--- src/rtl/shake256_host_driver.sv ---
// Host-side initiator for the SHAKE256 Keccak core: sends a length header, forwards
// the message, returns the requested number of output words, then force-stops the core.
module shake256_host_driver #(
    parameter int WIN   = 32,
    parameter int WOUT  = 32,
    parameter int LEN_W = 32
) (
    input  logic             clk,
    input  logic             rst_n,
    input  logic             start,
    input  logic [LEN_W-1:0] msg_len_bits,
    input  logic [LEN_W-1:0] out_len_bits,
    output logic             busy,
    output logic             done,
    input  logic [WIN-1:0]   msg_data,
    input  logic             msg_valid,
    output logic             msg_ready,
    output logic [WOUT-1:0]  out_data,
    output logic             out_valid,
    input  logic             out_ready,
    output logic [WIN-1:0]   k_din,
    output logic             k_din_valid,
    input  logic             k_din_ready,
    input  logic [WOUT-1:0]  k_dout,
    input  logic             k_dout_valid,
    output logic             k_dout_ready,
    output logic             k_force_done,
    input  logic             k_force_done_ack
);

    localparam logic [2:0] S_IDLE  = 3'd0;
    localparam logic [2:0] S_HDR0  = 3'd1;
    localparam logic [2:0] S_HDR1  = 3'd2;
    localparam logic [2:0] S_MSG   = 3'd3;
    localparam logic [2:0] S_SQZ   = 3'd4;
    localparam logic [2:0] S_FORCE = 3'd5;
    localparam logic [2:0] S_DONE  = 3'd6;

    localparam logic [LEN_W-1:0] WIN_L  = LEN_W'(WIN);
    localparam logic [LEN_W-1:0] WOUT_L = LEN_W'(WOUT);
    localparam logic [LEN_W-1:0] ONE_L  = LEN_W'(1);

    logic [2:0]       state_reg, state_next;
    logic [LEN_W-1:0] msg_len_reg, msg_len_next;
    logic [LEN_W-1:0] out_len_reg, out_len_next;
    logic [LEN_W-1:0] nmsg_reg, nmsg_next;
    logic [LEN_W-1:0] nout_reg, nout_next;
    logic [LEN_W-1:0] rem_reg, rem_next;
    logic [LEN_W-1:0] msg_cnt_reg, msg_cnt_next;
    logic [LEN_W-1:0] out_cnt_reg, out_cnt_next;
    logic [WOUT-1:0]  out_data_reg, out_data_next;
    logic             out_valid_reg, out_valid_next;

    logic [WOUT-1:0]  tail_mask;
    logic             last_word;
    logic             dout_load;
    logic             out_take;
    logic [2:0]       after_msg_state;

    // Bit gi of the final partial word survives only if it lies in the upper rem bits.
    generate
        for (genvar gi = 0; gi < WOUT; gi++) begin : g_mask
            assign tail_mask[gi] = (LEN_W'(WOUT - gi) <= rem_reg);
        end
    endgenerate

    assign last_word       = (out_cnt_reg == nout_reg - ONE_L) && (rem_reg != '0);
    assign dout_load       = (state_reg == S_SQZ) && k_dout_valid && k_dout_ready;
    assign out_take        = out_valid_reg && out_ready;
    assign after_msg_state = (nout_reg == '0) ? S_FORCE : S_SQZ;

    assign busy      = (state_reg != S_IDLE);
    assign done      = (state_reg == S_DONE);
    assign out_data  = out_data_reg;
    assign out_valid = out_valid_reg;

    always_comb begin
        k_din        = '0;
        k_din_valid  = 1'b0;
        msg_ready    = 1'b0;
        k_dout_ready = 1'b0;
        k_force_done = 1'b0;
        case (state_reg)
            S_HDR0: begin
                k_din       = WIN'(out_len_reg);
                k_din_valid = 1'b1;
            end
            S_HDR1: begin
                k_din       = WIN'(msg_len_reg);
                k_din_valid = 1'b1;
            end
            S_MSG: begin
                k_din       = msg_data;
                k_din_valid = msg_valid;
                msg_ready   = k_din_ready;
            end
            S_SQZ: begin
                k_dout_ready = (out_cnt_reg != nout_reg) && (!out_valid_reg || out_ready);
            end
            S_FORCE: begin
                k_force_done = 1'b1;
                k_dout_ready = 1'b1;
            end
            default: ;
        endcase
    end

    always_comb begin
        state_next     = state_reg;
        msg_len_next   = msg_len_reg;
        out_len_next   = out_len_reg;
        nmsg_next      = nmsg_reg;
        nout_next      = nout_reg;
        rem_next       = rem_reg;
        msg_cnt_next   = msg_cnt_reg;
        out_cnt_next   = out_cnt_reg;
        out_data_next  = out_data_reg;
        out_valid_next = out_valid_reg;
        case (state_reg)
            S_IDLE: begin
                if (start) begin
                    msg_len_next   = msg_len_bits;
                    out_len_next   = out_len_bits;
                    nmsg_next      = msg_len_bits / WIN_L + {{(LEN_W-1){1'b0}}, (msg_len_bits % WIN_L) != '0};
                    nout_next      = out_len_bits / WOUT_L + {{(LEN_W-1){1'b0}}, (out_len_bits % WOUT_L) != '0};
                    rem_next       = out_len_bits % WOUT_L;
                    msg_cnt_next   = '0;
                    out_cnt_next   = '0;
                    out_valid_next = 1'b0;
                    state_next     = S_HDR0;
                end
            end
            S_HDR0: if (k_din_ready) state_next = S_HDR1;
            S_HDR1: if (k_din_ready) state_next = (nmsg_reg == '0) ? after_msg_state : S_MSG;
            S_MSG: begin
                if (msg_valid && k_din_ready) begin
                    msg_cnt_next = msg_cnt_reg + ONE_L;
                    if (msg_cnt_reg + ONE_L == nmsg_reg)
                        state_next = after_msg_state;
                end
            end
            S_SQZ: begin
                if (dout_load) begin
                    out_data_next  = last_word ? (k_dout & tail_mask) : k_dout;
                    out_valid_next = 1'b1;
                    out_cnt_next   = out_cnt_reg + ONE_L;
                end else if (out_take) begin
                    out_valid_next = 1'b0;
                end
                // All words loaded: leave once the buffer is empty or being drained.
                if ((out_cnt_reg == nout_reg) && (!out_valid_reg || out_ready))
                    state_next = S_FORCE;
            end
            S_FORCE: if (k_force_done_ack) state_next = S_DONE;
            S_DONE:  state_next = S_IDLE;
            default: state_next = S_IDLE;
        endcase
    end

    always_ff @(posedge clk or negedge rst_n) begin
        if (!rst_n) begin
            state_reg     <= S_IDLE;
            msg_len_reg   <= '0;
            out_len_reg   <= '0;
            nmsg_reg      <= '0;
            nout_reg      <= '0;
            rem_reg       <= '0;
            msg_cnt_reg   <= '0;
            out_cnt_reg   <= '0;
            out_data_reg  <= '0;
            out_valid_reg <= 1'b0;
        end else begin
            state_reg     <= state_next;
            msg_len_reg   <= msg_len_next;
            out_len_reg   <= out_len_next;
            nmsg_reg      <= nmsg_next;
            nout_reg      <= nout_next;
            rem_reg       <= rem_next;
            msg_cnt_reg   <= msg_cnt_next;
            out_cnt_reg   <= out_cnt_next;
            out_data_reg  <= out_data_next;
            out_valid_reg <= out_valid_next;
        end
    end

endmodule

--- config.mk ---
export PLATFORM = sky130hd
export DESIGN_NAME = shake256_host_driver
export DESIGN_NICKNAME = d
export VERILOG_FILES = /design/src/rtl/shake256_host_driver.sv
export SDC_FILE = /design/constraint.sdc
export NUM_CORES = 1
export LEC_CHECK = 0
export ABC_CLOCK_PERIOD_IN_PS = 4000
export CAP_MARGIN = 20
export CELL_PAD_IN_SITES_DETAIL_PLACEMENT = 2
export CELL_PAD_IN_SITES_GLOBAL_PLACEMENT = 2
export CORE_ASPECT_RATIO = 1.75
export CORE_UTILIZATION = 33
export DETAILED_ROUTE_END_ITERATION = 8
export HOLD_SLACK_MARGIN = 0.05
export MAX_ROUTING_LAYER = met4
export PLACE_DENSITY = 0.84
export SLEW_MARGIN = 40
export SYNTH_ARGS = -nofsm -noshare
export SYNTH_HDL_FRONTEND = slang
export SYNTH_SLANG_ARGS = --single-unit
--- constraint.sdc ---
create_clock -name clk -period 4 [get_ports clk]
set_clock_uncertainty 0.15 [all_clocks]
set_input_delay 0.6 -clock clk [delete_from_list [all_inputs] [get_ports clk]]
set_output_delay 0.6 -clock clk [all_outputs]
set_load 0.02 [all_outputs]
==> reports/qor.csv, run 1 <==
metric;value;unit
p_leak;7.83;nW
finalSetupTns;0;ns
rows;98;
drtPass1Iterations;4;
grt_pass1_vias;15200;
multi_input_area;7690;um2
grt_util_all_layers;0.300;
die_h;272;um
hp-class;reg -> reg;
regArea;5510;um2
powerDensity;535;nW/um2
mostFrequentLayoutCell;nand2_1;
die-area;42400;um2
placeableCoreArea;41000;um2
synth_ff_type;dfrtp_1;
ys_warn_count;0;
synth_edf_count;0;
yosysSeqAreaShare;0.401;
chipWidth;156;um
grtUsageMet2;0.568;
drive_gt1_frac;0.0721;
cap_viol_max_count;0;
io_buffers;206;
wl_per_cell;25.6;um
drtIter0Drc;514;
max_freq;260;MHz
drt_wl_total;62200;um
final_cell_mix;nand2_1 (346), dfrtp_1 (219), clkdlybuf4s50_1 (204), nor2_1 (164), o21ai_0 (121);
grt.overflow.total;0;
synthToLayoutAreaGrowth;26.3;%
met1_usage;0.281;
clkSlewWorstSetupHoldPaths;0.06;ns
syn-num-nets;1826;
num_io_pins;207;
start_util;0.335;
synthArstFlopShare;1.00;
setup-violations-final;0;
finalHoldViolCount;0;
arrival;3.09;ns
synth-seq-cells;220;
cts_tree;yes;
vias_per_cell;5.65;
relSlewSlack;0.467;
worstSetupEndpointType;primary output;
cts_buffers;24;
ctsRootBufferMaster;clkbuf_16;
drc;0;
syn_avg_cell_area;8.15;um2
grt_max_degree;173;
met3_usage;0.0247;
path_max_fanout;3;
critPathKind;reg -> out;
synth_cell_type_count;67;
ir_worst_vdd;0.332;mV
worst_pin_slew;0.800;ns
h-tree-depth;1;
nets;2001;
synth_top_area_frac;0.401;
gp_congestion;0.968;
synth_area_leaders;dfrtp_1 (40%), nand2_1 (9.5%), xnor2_1 (5.5%);
yosysTopAreaCell;dfrtp_1;
maxSlewViolCount;0;
clockBufferDepth;3;
grt.busiest_layer;met2;
cp.required;3.25;ns
fin_crit;3.84;ns
rsz0062_at_grt;false;
nFillCells;4668;
period_share;0.960;
postLayoutCoreUtil;0.423;
status;complete, no violations;
via_count;13700;
grt_antenna_before_repair;6;
start_kind;flop;
netlist_area;13700;um2
synthCells;1682;
clock_latency;0.56;ns
cts.sinks;220;
ant_nets;0;
hpwlAfterDp;46600;um
grt_pass1_wl;92700;um
path summary, 6_finish.rpt:
| check | start | to | slack, ns | depth (start not counted) |
|---|---|---|---|---|
| hold reg to reg | msg_len_reg[17] | msg_len_reg[17] | 0.33 | 2 |
| setup reg to reg | nout_reg[12] | out_data[18] | 0.20 | 8 |
| hold / removal | msg_len_reg[17] | msg_len_reg[17] | 0.33 | 2 |
| min in group asynchronous | rst_n | out_cnt_reg[16] | 0.50 | 2 |
| setup / recovery | out_cnt_reg[28] | k_dout_ready | 0.16 | 9 |
| max in group asynchronous | rst_n | nout_reg[6] | 2.21 | 3 |
worst max-delay path, cell delays in order (launching register included):
cell,delay [ns]
dfrtp_1,0.39
or4_1,0.55
or4b_4,0.55
nor4_4,0.20
buf_4,0.18
nand2_1,0.06
and2_1,0.17
nand2_1,0.06
nand2_1,0.05
dlygate4sd2_1,0.32
Yosys cell counts (all sizes together) (4+ instances only):
| cell type | number |
|---|---|
| a21o | 6 |
| a21oi | 75 |
| a31oi | 35 |
| and2 | 12 |
| and3 | 20 |
| and4 | 6 |
| buf | 24 |
| clkbuf | 87 |
| dfrtp | 220 |
| ha | 8 |
| inv | 25 |
| mux2i | 67 |
| nand2 | 347 |
| nand2b | 7 |
| nand3 | 57 |
| nand3b | 5 |
| nand4 | 36 |
| nor2 | 166 |
| nor2b | 8 |
| nor3 | 43 |
| nor3b | 5 |
| nor4 | 32 |
| o211ai | 4 |
| o21ai | 123 |
| o31ai | 18 |
| o41ai | 5 |
| or2 | 6 |
| or3 | 19 |
| or4 | 14 |
| xnor2 | 86 |
| xor2 | 71 |
power by group:
group          total, mW  switching (mW)  internal, mW
Clock               2.30            1.04          1.26
Sequential          3.58           0.805          2.78
Combinational       3.38            2.01          1.37
Total               9.26            3.85          5.41
per-stage QoR:
stage	instance area [um2]	hold slack, ns	setup WS, ns	total power [mW]	std cells
3_5_place_dp	16400	0.322	0.107	6.89	2375
6_report	17300	0.330	0.161	9.26	2431
4_1_cts	17200	0.336	0.0736	9.28	2418
5_1_grt	17300	0.356	0.00569	9.69	2431
2_1_floorplan	13700	0.154	0.713	5.23	1682
3_3_place_gp	16400	0.307	0.167	6.68	2375
routing by layer:
layer  vias up  share of wire
li1       6157              -
met1      7041           0.34
met2       319           0.56
met3       217          0.024
met4         0          0.077
met5         -              0
area by class of cell:
cell class,count,area share
inverter,25,0.00542
clock buffer,29,0.0387
tap,550,0.0397
multi-input combinational,1326,0.444
antenna,8,0.00116
clock inverter,13,0.00650
timing repair buffer,260,0.146
sequential,220,0.318
cell families after synthesis:
family	synth area share
mux	0.0497
simple gates	0.270
buf+inv	0.0414
flops	0.401
xor+xnor	0.100
fa+ha+maj	0.00730
compound gates	0.130
repair_timing:
item,in CTS,in global routing
cloned,0,0
hold buffers,1,0
gates resized for setup,4,1
setup buffers,0,5
endpoints found under the hold margin,81,0
pin swaps,0,4
endpoints found under the setup margin,1,18
(Power assumes the default switching activity.)
==> run 2, diff against run 1 <==
- ABC_CLOCK_PERIOD_IN_PS: 4000 -> 3160
- CORE_UTILIZATION: 33 -> 29
- PLACE_DENSITY: 0.84 -> 0.78
- clock period: 4 -> 3.16 ns (I/O delays scaled with it)
==> reports/qor.csv, run 2 (same netlist as run 1, synthesis figures left out) <==
metric;value;unit
start_util;0.293;
cp.required;2.54;ns
path_max_fanout;5;
switchingPower;5.44;mW
grt_antenna_before_repair;9;
drtIter0Drc;640;
cts_buffers;25;
ant_nets;0;
grt_pass1_wl;99300;um
powerDensity;701;nW/um2
start_kind;flop;
wl_per_cell;25.8;um
hpwlAfterDp;50000;um
maxSlewViolCount;0;
clkPwrFrac;0.250;
p_seq_frac;0.321;
hp-class;in -> async;
worst_pin_slew;0.810;ns
cap_viol_max_count;0;
drive_gt1_frac;0.184;
drc;7;
fin_area;19400;um2
rows;105;
ir_worst_vdd;0.342;mV
cts.sinks;220;
p_int;8.19;mW
clkSlewWorstSetupHoldPaths;0.07;ns
nets;2181;
grt_pass1_vias;16500;
worst_slack;-0.391;ns
max_freq;282;MHz
grt.overflow.total;0;
gp_congestion;0.958;
die-area;48200;um2
finalSetupTns;-7.20;ns
combPwrFrac;0.429;
finalHoldViolCount;0;
synthToLayoutAreaGrowth;41.8;%
drt_wl_total;68500;um
critPathKind;reg -> out;
fin_cells;2653;
rsz0062_at_grt;true;
pre_cts_slack;-0.416;ns
via_count;14600;
num_io_pins;207;
fin_crit;3.55;ns
die_h;290;um
mostFrequentLayoutCell;nand2_1;
chipWidth;166;um
clockBufferDepth;3;
grt_util_all_layers;0.280;
io_buffers;206;
drtPass1Iterations;7;
placeableCoreArea;46800;um2
h-tree-depth;1;
status;finished with violations;
arrival;2.93;ns
place_area;17800;um2
period_share;1.12;
final_cell_mix;nand2_1 (341), dfrtp_1 (218), buf_4 (211), clkdlybuf4s50_1 (177), nor2_1 (163);
p_leak;9.03;nW
setup-violations-final;34;
vias_per_cell;5.50;
violations;DRC, setup timing;
switching_share;0.399;
place_inst;2571;
clock_latency;0.58;ns
worstSetupEndpointType;primary output;
cts_tree;yes;
relSlewSlack;0.460;
grt_max_degree;174;
postLayoutCoreUtil;0.416;
ctsRootBufferMaster;clkbuf_16;
-- run 2: cell types whose count changed in the layout (fill, tap and decap cells not counted), sizes merged, moves of 4 or more --
| cell | before | now |
|---|---|---|
| dlymetal6s2s | 0 | 7 |
| bufinv | 1 | 5 |
| buf | 54 | 231 |
| clkdlybuf4s50 | 204 | 177 |
| dlygate4sd2 | 1 | 19 |
| clkbuf | 29 | 35 |
-- run 2: worst paths after layout --
path | from | to | slack (ns) | cells past startpoint
max | nout_reg[3] | k_dout_ready | -0.39 | 9
min | rst_n | out_data[31] | 0.30 | 2
max reg2reg | nout_reg[1] | out_data[6] | -0.27 | 13
min reg2reg | out_len_reg[17] | out_len_reg[17] | 0.34 | 2
max in group asynchronous | rst_n | out_cnt_reg[25] | 1.61 | 3
min in group clk | k_dout[31] | out_data[31] | 0.32 | 3
-- run 2: layout make-up --
type	count	area, um2
tap	588	736
clock inverter	14	226
antenna	9	22.5
clock buffer	32	712
timing repair buffer	439	4090
multi-input combinational	1326	8070
inverter	25	93.8
sequential	220	5510
fill	5164	27300
-- run 2: power by group through the flow --
stage	Clock [mW]	Sequential, mW	Combinational (mW)
after floorplan	0	4.07	2.58
after global placement	0	4.31	4.87
after global routing	3.56	4.42	6.20
after detailed placement	0	4.35	5.10
after CTS	3.47	4.33	5.39
final	3.41	4.38	5.84
-- run 2: per-stage QoR --
step | hold WS [ns] | power, mW
final | 0.302 | 13.6
after floorplan | 0.0284 | 6.65
after global placement | 0.307 | 9.17
after detailed placement | 0.320 | 9.46
after global routing | 0.326 | 14.2
after CTS | 0.289 | 13.2
-- run 2: what timing repair did --
| item | 4_1_cts | 5_1_grt |
|---|---|---|
| gates resized for setup | 66 | 53 |
| endpoints found under the hold margin | 72 | 0 |
| pin swaps | 17 | 26 |
| hold buffers | 1 | 0 |
| setup buffers | 6 | 15 |
| cloned | 2 | 3 |
| setup endpoints to repair | 62 | 49 |
-- run 2: critical path: stages, from the launching register on --
cell and delay, ns:
dfrtp_1 0.50, xnor2_2 0.37, or4bb_1 0.52, nor4_1 0.29
buf_4 0.20, nand2_2 0.06, and2_4 0.14, nand2_4 0.07
nand2_2 0.06, buf_6 0.14
-- run 2: metal layers --
metal / GRT usage / part of all wire
met4: 0.208 / 0.076
met5: - / 0
met3: 0.0252 / 0.026
met1: 0.253 / 0.33
met2: 0.543 / 0.57
==> run 3, diff against run 2 <==
- SKIP_CTS_REPAIR_TIMING: not set -> 1
==> reports/qor.csv, run 3 (same netlist as run 1, synthesis figures left out) <==
metric;value;unit
status;finished with violations;
violations;DRC, setup timing;
ant_nets;0;
synthToLayoutAreaGrowth;42.0;%
gp_congestion;0.958;
r2r_slack;-0.28;ns
placeableCoreArea;46800;um2
hp-class;in -> async;
drc;7;
path_max_fanout;3;
grt_pass1_wl;97500;um
grt_util_all_layers;0.274;
max_freq;289;MHz
io_buffers;206;
critPathTopFamily;simple AND/OR/NAND/NOR gates;
finalHoldViolCount;0;
place_area;17800;um2
rsz0062_at_grt;true;
grt_antenna_before_repair;8;
critical_path.slowest_cell;or4b_4;
via_count;14600;
critical_path_buf_inv_count;2;
clkPwrFrac;0.254;
die-area;48200;um2
grt_pass1_vias;16400;
cts.sinks;220;
r2r-end;out_data[10];
clockBufferDepth;3;
drtPass1Iterations;7;
ir_worst_vdd;0.342;mV
setup-violations-final;32;
fin_crit;3.46;ns
start_util;0.293;
drt_wl_total;67800;um
ff2ff_path_depth;12;
critPathKind;reg -> out;
drtIter0Drc;637;
slowest_delay;0.55;ns
worstSetupEndpointType;primary output;
drive_gt1_frac;0.180;
cts_buffers;25;
cp.required;2.54;ns
switchingPower;5.38;mW
mostFrequentLayoutCell;nand2_1;
worstPathCellList;or4_1 > or4b_4 > nor4_4 > buf_4 > nand2_2 > and2_4 > nand2_4 > nand2_2 > buf_6;
worst_slack;-0.299;ns
critical_path.endpoint;k_dout_ready;
final_cell_mix;nand2_1 (343), dfrtp_1 (218), buf_4 (207), clkdlybuf4s50_1 (186), nor2_1 (163);
cp-startpoint;out_cnt_reg[30];
h-tree-depth;1;
clkSlewWorstSetupHoldPaths;0.07;ns
nets;2173;
p_leak;8.98;nW
arrival;2.84;ns
vias_per_cell;5.50;
hpwlAfterDp;50000;um
grt.overflow.total;0;
worst_pin_slew;0.824;ns
relSlewSlack;0.451;
power;13.4;mW
period_share;1.09;
combPwrFrac;0.422;
rows;105;
start_kind;flop;
cap_viol_max_count;0;
holdWs;0.305;ns
die_h;290;um
maxSlewViolCount;0;
rr_startpoint;nout_reg[0];
cts_tree;yes;
wl_per_cell;25.7;um
path_common_cell;nand2_2;
crit_cells;9;
p_int;8.05;mW
fin_area;19500;um2
clock_latency;0.58;ns
p_seq_frac;0.324;
powerDensity;690;nW/um2
grt_max_degree;174;
switching_share;0.400;
chipWidth;166;um
ctsRootBufferMaster;clkbuf_16;
num_io_pins;207;
nFillCells;5111;
==> run 3: cell types whose count changed in the layout (fill, tap and decap cells not counted), moves of 3 or more <==
cell,previous run,this run
nand3_2,5,1
dlymetal6s2s_1,7,17
a31oi_2,3,0
buf_4,211,207
nand3_1,52,55
clkdlybuf4s50_1,177,186
a31oi_1,32,21
a31oi_4,0,14
dlygate4sd2_1,19,0
==> run 3: worst min path at each step <==
stage,end,slack (ns)
floorplan,msg_cnt_reg[0],0.03
global placement,msg_len_reg[2],0.31
detailed placement,msg_len_reg[25],0.32
CTS,out_data[31],-0.26
global route,out_data[0],0.31
finish,out_data[31],0.31
==> run 3: final cells by class <==
| type | count | area, um2 | area share |
|---|---|---|---|
| multi-input cells | 1326 | 8170 | 0.420 |
| clock buffers | 32 | 712 | 0.0366 |
| diodes | 9 | 22.5 | 0.00116 |
| clock inverters | 14 | 226 | 0.0116 |
| flip-flops and latches | 220 | 5510 | 0.283 |
| well taps | 588 | 736 | 0.0378 |
| repair buffers | 431 | 4000 | 0.205 |
| inverters | 25 | 97.6 | 0.00501 |
==> run 3: power by group through the flow <==
stage | combinational, mW | clock [mW] | sequential [mW]
2_1_floorplan | 2.58 | 0 | 4.07
6_report | 5.67 | 3.41 | 4.35
4_1_cts | 5.16 | 3.47 | 4.32
3_3_place_gp | 4.87 | 0 | 4.31
5_1_grt | 6.05 | 3.55 | 4.40
3_5_place_dp | 5.10 | 0 | 4.35
==> run 3: through the flow <==
step	util	worst slack, ns	TNS [ns]	instances
after floorplan	-	-0.0835	-1.62	1682
after global placement	0.379	-0.407	-6.86	2571
after detailed placement	0.380	-0.416	-10.51	2571
after CTS	0.400	-1.03	-13.15	2617
after global routing	0.416	-0.357	-10.06	2645
final	0.416	-0.299	-7.11	2645
==> run 3: per-layer routing <==
metal	up-vias	part of all wire	global-route usage	routed length, um
li1	6509	-	-	-
met1	7436	0.33	0.249	22700
met2	385	0.56	0.530	37900
met3	220	0.027	0.0240	1820
met4	0	0.080	0.207	5450
met5	-	0	-	0
